File: config.mk
export PLATFORM = sky130hd
export DESIGN_NAME = sound_scheduler_flat
export DESIGN_NICKNAME = d
export VERILOG_FILES = /design/src/rtl/sound_scheduler_if.sv /design/src/rtl/sound_scheduler.sv /design/src/flat_wrapper.sv
export SDC_FILE = /design/constraint.sdc
export NUM_CORES = 1
export LEC_CHECK = 0
export ABC_AREA = 1
export CAP_MARGIN = 20
export CORE_ASPECT_RATIO = 1.5
export CORE_UTILIZATION = 59
export CTS_CLUSTER_SIZE = 14
export DETAILED_ROUTE_END_ITERATION = 12
export HOLD_SLACK_MARGIN = 0.15
export PLACE_DENSITY_LB_ADDON = 0.1
export REMOVE_ABC_BUFFERS = 1
export SLEW_MARGIN = 20
export SYNTH_ARGS = -nofsm -noshare
export SYNTH_HDL_FRONTEND = slang
export SYNTH_SLANG_ARGS = --single-unit
File: constraint.sdc
create_clock -name clk -period 2.7 [get_ports clk]
set_input_delay 0.405 -clock clk [delete_from_list [all_inputs] [get_ports clk]]
set_output_delay 0.405 -clock clk [all_outputs]
set_load 0.01 [all_outputs]
File: src/rtl/sound_scheduler_if.sv
// Handshake bundle between the alarm requesters and the tone scheduler.
// The slave side is the scheduler; the master side drives the requests.
interface sound_scheduler_if;
  logic [3:0] req;
  logic       tone_en;
  logic [1:0] tone_sel;
  logic       busy;
  logic [3:0] done;

  modport master (output req, input tone_en, tone_sel, busy, done);
  modport slave  (input req, output tone_en, tone_sel, busy, done);
endinterface

File: src/rtl/sound_scheduler.sv
// Fixed-priority arbiter and beep sequencer for the shared tone output:
// grants one requester, plays BEEPS on/off bursts, then holds a guard gap.
module sound_scheduler #(
  parameter int TICK_DIV  = 50000,
  parameter int ON_TICKS  = 200,
  parameter int OFF_TICKS = 100,
  parameter int GAP_TICKS = 500,
  parameter int BEEPS     = 3
) (
  input  logic              clk,
  input  logic              reset,
  sound_scheduler_if.slave  bus
);

  localparam logic [1:0] IDLE = 2'd0;
  localparam logic [1:0] ON   = 2'd1;
  localparam logic [1:0] OFF  = 2'd2;
  localparam logic [1:0] GAP  = 2'd3;

  localparam int PRESC_W   = $clog2(TICK_DIV);
  localparam int MAX_TICKS = (ON_TICKS > OFF_TICKS)
                             ? ((ON_TICKS > GAP_TICKS) ? ON_TICKS : GAP_TICKS)
                             : ((OFF_TICKS > GAP_TICKS) ? OFF_TICKS : GAP_TICKS);
  // The phase counter is 8 bits unless a tick count needs more headroom.
  localparam int PHASE_W   = ($clog2(MAX_TICKS) > 8) ? $clog2(MAX_TICKS) : 8;

  logic [1:0]         state, state_d;
  logic [PRESC_W-1:0] presc;
  logic [PHASE_W-1:0] phase;
  logic [3:0]         beep, beep_d;
  logic [1:0]         grant, grant_d;
  logic [3:0]         done_d;
  logic               tick;

  function automatic logic [1:0] lowest_set(input logic [3:0] r);
    lowest_set = 2'd0;
    for (int i = 3; i >= 0; i--) begin
      if (r[i]) lowest_set = 2'(i);
    end
  endfunction

  assign tick = (presc == PRESC_W'(TICK_DIV - 1));

  always_comb begin
    // NOTE: every variable gets a default first so no path leaves it unassigned (no latch).
    state_d = state;
    beep_d  = beep;
    grant_d = grant;
    done_d  = '0;
    case (state)
      IDLE: begin
        if (|bus.req) begin
          state_d = ON;
          grant_d = lowest_set(bus.req);
          beep_d  = 4'd1;
        end
      end
      ON: begin
        if (!bus.req[grant]) begin
          state_d = GAP;
          beep_d  = '0;
        end else if (tick && phase == PHASE_W'(ON_TICKS - 1)) begin
          if (beep == 4'(BEEPS)) begin
            state_d        = GAP;
            beep_d         = '0;
            done_d[grant]  = 1'b1;
          end else begin
            state_d = OFF;
          end
        end
      end
      OFF: begin
        if (!bus.req[grant]) begin
          state_d = GAP;
          beep_d  = '0;
        end else if (tick && phase == PHASE_W'(OFF_TICKS - 1)) begin
          state_d = ON;
          beep_d  = beep + 4'd1;
        end
      end
      default: begin
        if (tick && phase == PHASE_W'(GAP_TICKS - 1)) state_d = IDLE;
      end
    endcase
  end

  // Outputs are registered from the next-state decode so they line up with the state.
  always_ff @(posedge clk or negedge reset) begin
    if (!reset) begin
      state       <= IDLE;
      presc       <= '0;
      phase       <= '0;
      beep        <= '0;
      grant       <= '0;
      bus.tone_en <= 1'b0;
      bus.busy    <= 1'b0;
      bus.done    <= '0;
    end else begin
      // NOTE: sequential state uses non-blocking assignments so all registers update together.
      state       <= state_d;
      beep        <= beep_d;
      grant       <= grant_d;
      bus.tone_en <= (state_d == ON);
      bus.busy    <= (state_d != IDLE);
      bus.done    <= done_d;
      if (state_d != state || state == IDLE) begin
        presc <= '0;
        phase <= '0;
      end else if (tick) begin
        presc <= '0;
        phase <= phase + PHASE_W'(1);
      end else begin
        presc <= presc + PRESC_W'(1);
      end
    end
  end

  assign bus.tone_sel = grant;

endmodule

File: src/flat_wrapper.sv
// flat-port wrapper written by rule: the top's interface ports become plain ports
module sound_scheduler_flat 
#(
  parameter int TICK_DIV  = 50000,
  parameter int ON_TICKS  = 200,
  parameter int OFF_TICKS = 100,
  parameter int GAP_TICKS = 500,
  parameter int BEEPS     = 3
)
  (clk, reset, bus_req, bus_tone_en, bus_tone_sel, bus_busy, bus_done);
  sound_scheduler_if bus_i ();
  input  logic clk;
  input  logic reset;
  input wire logic [$bits(bus_i.req)-1:0] bus_req;
  output wire logic [$bits(bus_i.tone_en)-1:0] bus_tone_en;
  output wire logic [$bits(bus_i.tone_sel)-1:0] bus_tone_sel;
  output wire logic [$bits(bus_i.busy)-1:0] bus_busy;
  output wire logic [$bits(bus_i.done)-1:0] bus_done;
  assign bus_i.req = bus_req;
  assign bus_tone_en = bus_i.tone_en;
  assign bus_tone_sel = bus_i.tone_sel;
  assign bus_busy = bus_i.busy;
  assign bus_done = bus_i.done;
  sound_scheduler #(.TICK_DIV(TICK_DIV), .ON_TICKS(ON_TICKS), .OFF_TICKS(OFF_TICKS), .GAP_TICKS(GAP_TICKS), .BEEPS(BEEPS)) u_core (.clk(clk), .reset(reset), .bus(bus_i));
endmodule
* Word-level counts from Yosys, hierarchy flattened
Index checks and enable logic that the tools add are counted.
Word-level totals: input bits 6, logic and storage cells 69, output and inout bits 8, register bits 39
Cells by class: eq/ne operators 13, add/sub/neg operators 3, reduce and logical (&&, ||, !) cells 12, mux-type cells 31, $lt $le $gt $ge 2
Operators with widths (count):
- $mux 4 | 10
- $mux 16 | 2
- $mux 2 | 10
- $mux 9 | 2
- $add 16x1->16 const B | 1
- $eq 16x16->1 const B | 1
- $pmux 4 s3 | 1
- $add 9x1->9 const B | 1
- $eq 9x7->1 const B | 1
- $eq 9x8->1 const B | 1
- $eq 9x9->1 const B | 1
- $ne 3x3->1 const B | 3
- $pmux 2 s3 | 1
- $reduce_and 5->1 | 1
- $add 4x1->4 const B | 1
- $eq 2x1->1 const B | 2
- $eq 4x2->1 const B | 1
- $logic_and 1x1->1 | 4
- $reduce_bool 2->1 | 2
- $reduce_or 4->1 | 1
- $lt 2x3->1 const B | 1
- $mux 1 | 3
- $reduce_bool 3->1 | 1
- $bmux 1 s2 | 1
- other kinds (8) | 8

* Longest topological paths before layout
Gate-level depths: netlist (run 1).
depth in word-level cells 8, depth in mapped cells 15, gate-level depth less buffers 14

* Worst setup path before layout (run 1)
No wires, ideal clock.
path type register to register, start point register u_core.state[0], end point register u_core.presc[8], library setup time 0.124 ns, cell stages (with the launch flop) 14, path buffers 1, data required time 2.576 ns, slack 0.837 ns, arrival time 1.739 ns, clock period less this slack 1.863 ns, path through dfrtp_1 inv_1 ha_1 inv_1 a21oi_1 a21oi_1 nand3_1 nor2_1 nand2_2 nand2_2 nand2_2 nand2_4 buf_6 nor3_2
On the way: cells in the longest elaborated chain, start to end 6, elaborated cells on any way between the ends 13, classes of those cells eq/ne (3); mux (8); reduce/logical (2)
RTL lines:
- from (decl) | RTL line sound_scheduler.sv:27 | logic [1:0] state, state_d;
- from (signal assigned) | RTL line sound_scheduler.sv:100 | state <= state_d;
- $mux 2, on equally long branches | RTL line sound_scheduler.sv:76, sound_scheduler.sv:62
- $mux 2, on equally long branches | RTL line sound_scheduler.sv:73, sound_scheduler.sv:59
- $pmux 2 s3 | RTL line sound_scheduler.sv:50 | case (state)
- $ne 2x2->1 | RTL line sound_scheduler.sv:106 | if (state_d != state || state == IDLE) begin
- $logic_or 1x1->1 (*) | RTL line sound_scheduler.sv:106
- $mux 16 (*) | RTL line sound_scheduler.sv:106
- to (signal assigned) | RTL line sound_scheduler.sv:113 | presc <= presc + PRESC_W'(1);
- to (decl) | RTL line sound_scheduler.sv:28 | logic [PRESC_W-1:0] presc;
Every way passes the cells marked *; elsewhere a longest branch is shown, timed or not. A chain may end at the register's enable or synchronous reset.

* Worst setup path in the final report (run 1)
start point register u_core.state[0], end point register u_core.phase[1]
On the way: cells in the longest elaborated chain, start to end 6, elaborated cells on any way between the ends 14, classes of those cells eq/ne (3); mux (8); reduce/logical (3)
RTL lines:
- $mux 2, on equally long branches | RTL line sound_scheduler.sv:76, sound_scheduler.sv:62
- $mux 2, on equally long branches | RTL line sound_scheduler.sv:73, sound_scheduler.sv:59
- $pmux 2 s3 | RTL line sound_scheduler.sv:50
- $ne 2x2->1 | RTL line sound_scheduler.sv:106
- $logic_or 1x1->1 (*) | RTL line sound_scheduler.sv:106
- $mux 9 or $reduce_bool 2->1 (tied branches)
- to (signal assigned) | RTL line sound_scheduler.sv:111 | phase <= phase + PHASE_W'(1);
- to (decl) | RTL line sound_scheduler.sv:29 | logic [PHASE_W-1:0] phase;
Marked as above.

==> flow_metrics.tcl, run 1 <==
set metrics [dict create \
    power_frac_comb_pct 50.6 \
    layout_setup_ws_ns 0.393 \
    setup_viol 0 \
    hpwl_um 3570 \
    powerDensity_mw_per_mm2 861 \
    htreeDepth 2 \
    vias 1984 \
    ys_seq_area_share_pct 39.9 \
    pre_cts_ws_ns 0.252 \
    boundaryPins 14 \
    p_leak_nw 1.20 \
    finalNetCount 331 \
    synth.most_common_cell "nand2_1" \
    synthMuxAreaShare_pct 0.870 \
    regArea_um2 976 \
    min_period_over_period_pct 85.4 \
    synthArstFlopShare_pct 100 \
    slew_violations 0 \
    drc 0 \
    critPathMaxFanout 16 \
    synth_seq_cells 39 \
    post_cts_buffers 0 \
    fmax_ghz 0.433 \
    worst_pin_slew_ns 0.845 \
    clk_pin_slew_worst_paths_ns 0.07 \
    fp.coreArea_mm2 0.00396 \
    syn-instance-count 301 \
    ctsResizeCount 0 \
    multiInputGateArea_mm2 0.00128 \
    startpoint_type "flop" \
    crit_chain "inv_1, ha_1, nor2_1, inv_1, nand3_1, nand2_1, inv_1, nand2_1, nand2_1, nand2_1, nand3_2, buf_12, nor3_1" \
    antenna_found_initial 0 \
    initialDrtViolationCount 42 \
    crit_path_end_kind "flop" \
    finalHoldViolations 0 \
    fin_total_pwr_mw 2.33 \
    worst_hold_slack_ns 0.219 \
    synthAdderAreaFrac_pct 3.58 \
    grt_pass1_wl_um 8030 \
    dpl_cell_area_mm2 0.00260 \
    synth_top_family_by_area "simple AND/OR/NAND/NOR gates" \
    clockBufferDepth 2 \
    max-vdd-ir-drop_v 0.000650 \
    design_area_mm2 0.00271 \
    synth_area_mm2 0.00245 \
    tns_ns 0 \
    die-area_mm2 0.00441 \
    syn_to_final_growth_pct 10.6 \
    rows 28 \
    synthFlopType "dfrtp_1" \
    clkSinkCount 39 \
    die_w_um 54.6 \
    postCtsHoldBufs 0 \
    grt_pass1_vias 1953 \
    cap_violations 0 \
    dr.pass1.iters 4 \
    synth_common_cells "nand2_1, dfrtp_1, inv_1" \
    intPower_mw 1.23 \
    rsz0062_at_grt "false" \
    ant_nets 0 \
    ys_warn_count 0 \
    root_buffer "clkbuf_8" \
    grt_max_degree 40 \
    viasPerCell 5.45 \
    synth_edf_count 0 \
    power_frac_seq_pct 30.8 \
    grt-ovfl-total 0 \
    insertion_delay_ns 0.29 \
    yosysTopAreaCell "dfrtp_1" \
    critical-path-max-stage-delay_ns 0.46 \
    fin_worst_skew_ns 0.00411 \
    status "complete, no violations" \
    p_sw_mw 1.09 \
    critical_path_required_ns 2.90 \
    sw_frac_of_total_pct 47.0 \
    wl_um 4840 \
    relSlewSlack_pct 43.6 \
    hold_path.class "in2async" \
    cpMostUsedCell "nand2_1" \
    gp_congestion 0.794 \
    antennaDiodeCount 0 \
    cp.arrival_ns 2.51 \
    synth_area_leaders "dfrtp_1, nand2_1, nor3_2, inv_1, nor2_1" \
    fillers 349 \
    synth_top_area_share_pct 39.9 \
    grtUsageTotal_pct 25.3 \
    crit_type "reg2reg" \
    period_minus_slack_ns 2.31 \
    cts_buffers 5 \
    synth_compound_area_share_pct 3.58 \
    synth_xor_area_share_pct 5.01 \
    drive_gt1_share_pct 16.3 \
    cts_tree "done" \
    crit_slowest_cell "dfrtp_1" \
    yosys.area_share.simple_pct 39.4 \
    portBuffers 13 \
    die_h_um 80.9 \
    synth_cell_types 31 \
    initial_core_util_pct 61.8 \
    avgSynthCellArea_um2 8.13 \
    drt-wirelength-per-cell_um 13.3 \
    power_frac_clock_pct 18.6 \
]
==> critical path, delay by kind of cell, from the launching register on <==
family	cells	cell delay, ns
simple gates	8	0.90
fa+ha+maj	1	0.30
flops	1	0.46
buf+inv	4	0.56
==> metrics by stage <==
step,utilization [%],cells
2_1_floorplan,-,297
3_3_place_gp,65.7,356
3_5_place_dp,65.7,356
4_1_cts,68.4,364
5_1_grt,68.4,364
6_report,68.4,364
==> layout by cell type (no fill, tap or decap), types with 5 or more instances in the layout <==
cell	n
nand3_1	20
inv_1	34
clkdlybuf4s50_1	12
nand4_1	12
ha_1	7
nor2_1	33
dfrtp_1	39
nand2_1	61
nor3_1	12
xnor2_1	5
o21ai_0	11
clkbuf_8	7
xor2_1	9
nor3_2	20
==> metal layers <==
metal | GRT usage [%] | vias up | part of all wire [%]
met5 | 0 | - | 0
met4 | 7.95 | 0 | 1.3
met3 | 3.93 | 6 | 2.6
met2 | 48.4 | 30 | 54
met1 | 26.5 | 936 | 42
li1 | - | 1012 | -
==> flip-flops by register name (all words and copies together), names as in the netlist <==
signal,flops
u_core.beep,4
u_core.phase,9
u_core.bus.busy,1
u_core.bus.tone_sel,2
u_core.bus.done,4
u_core.presc,16
u_core.state,2
u_core.bus.tone_en,1
==> logic make-up after synthesis <==
group | count (synthesis)
multiplexers | 2
flip-flops | 39
adder cells (fa/ha/maj) | 7
AO/OA/AOI/OAI | 16
AND/OR/NAND/NOR | 181
buffers and inverters | 42
XOR/XNOR | 14
==> worst paths after layout <==
| kind | depth (start not counted) | endpoint | from | slack [ns] |
|---|---|---|---|---|
| max in group asynchronous | 1 | u_core.phase[7] | reset | 1.95 |
| min reg2reg | 1 | u_core.bus.done[0] | u_core.bus.tone_sel[1] | 0.52 |
| min in group clk | 1 | u_core.bus.done[0] | u_core.bus.tone_sel[1] | 0.52 |
| max | 13 | u_core.phase[1] | u_core.state[0] | 0.39 |
| max reg2reg | 13 | u_core.phase[1] | u_core.state[0] | 0.39 |
| min | 1 | u_core.bus.done[0] | reset | 0.22 |
==> layout make-up <==
class	count	share of cell area, %
Clock buffer	7	3.56
Clock inverter	1	0.277
Inverter	38	5.27
Multi-Input combinational cell	220	47.4
Sequential cell	39	36.1
Tap cell	45	2.08
Timing Repair Buffer	14	5.36
==> power by group through the flow <==
stage	clock (mW)	sequential [mW]	combinational, mW
global placement	0	0.727	1.17
detailed placement	0	0.730	1.18
CTS	0.447	0.718	1.18
floorplan	0	0.724	0.812
global route	0.467	0.728	1.29
finish	0.434	0.717	1.18
(Power assumes the default switching activity.)
==> inputs of run 2 (changes only) <==
--- a/config.mk
+++ b/config.mk
@@ -14,7 +14,6 @@
 export HOLD_SLACK_MARGIN = 0.15
 export PLACE_DENSITY_LB_ADDON = 0.1
 export REMOVE_ABC_BUFFERS = 1
-export SLEW_MARGIN = 20
 export SYNTH_ARGS = -nofsm -noshare
 export SYNTH_HDL_FRONTEND = slang
 export SYNTH_SLANG_ARGS = --single-unit
==> results of run 2 <==
Final layout, timing and power as in run 1 (identical DEF).
==> inputs of run 3 (changes only) <==
--- a/config.mk
+++ b/config.mk
@@ -14,6 +14,7 @@
 export HOLD_SLACK_MARGIN = 0.15
 export PLACE_DENSITY_LB_ADDON = 0.1
 export REMOVE_ABC_BUFFERS = 1
+export SKIP_LAST_GASP = 1
 export SYNTH_ARGS = -nofsm -noshare
 export SYNTH_HDL_FRONTEND = slang
 export SYNTH_SLANG_ARGS = --single-unit
==> results of run 3 <==
Final layout, timing and power as in run 1 (identical DEF).
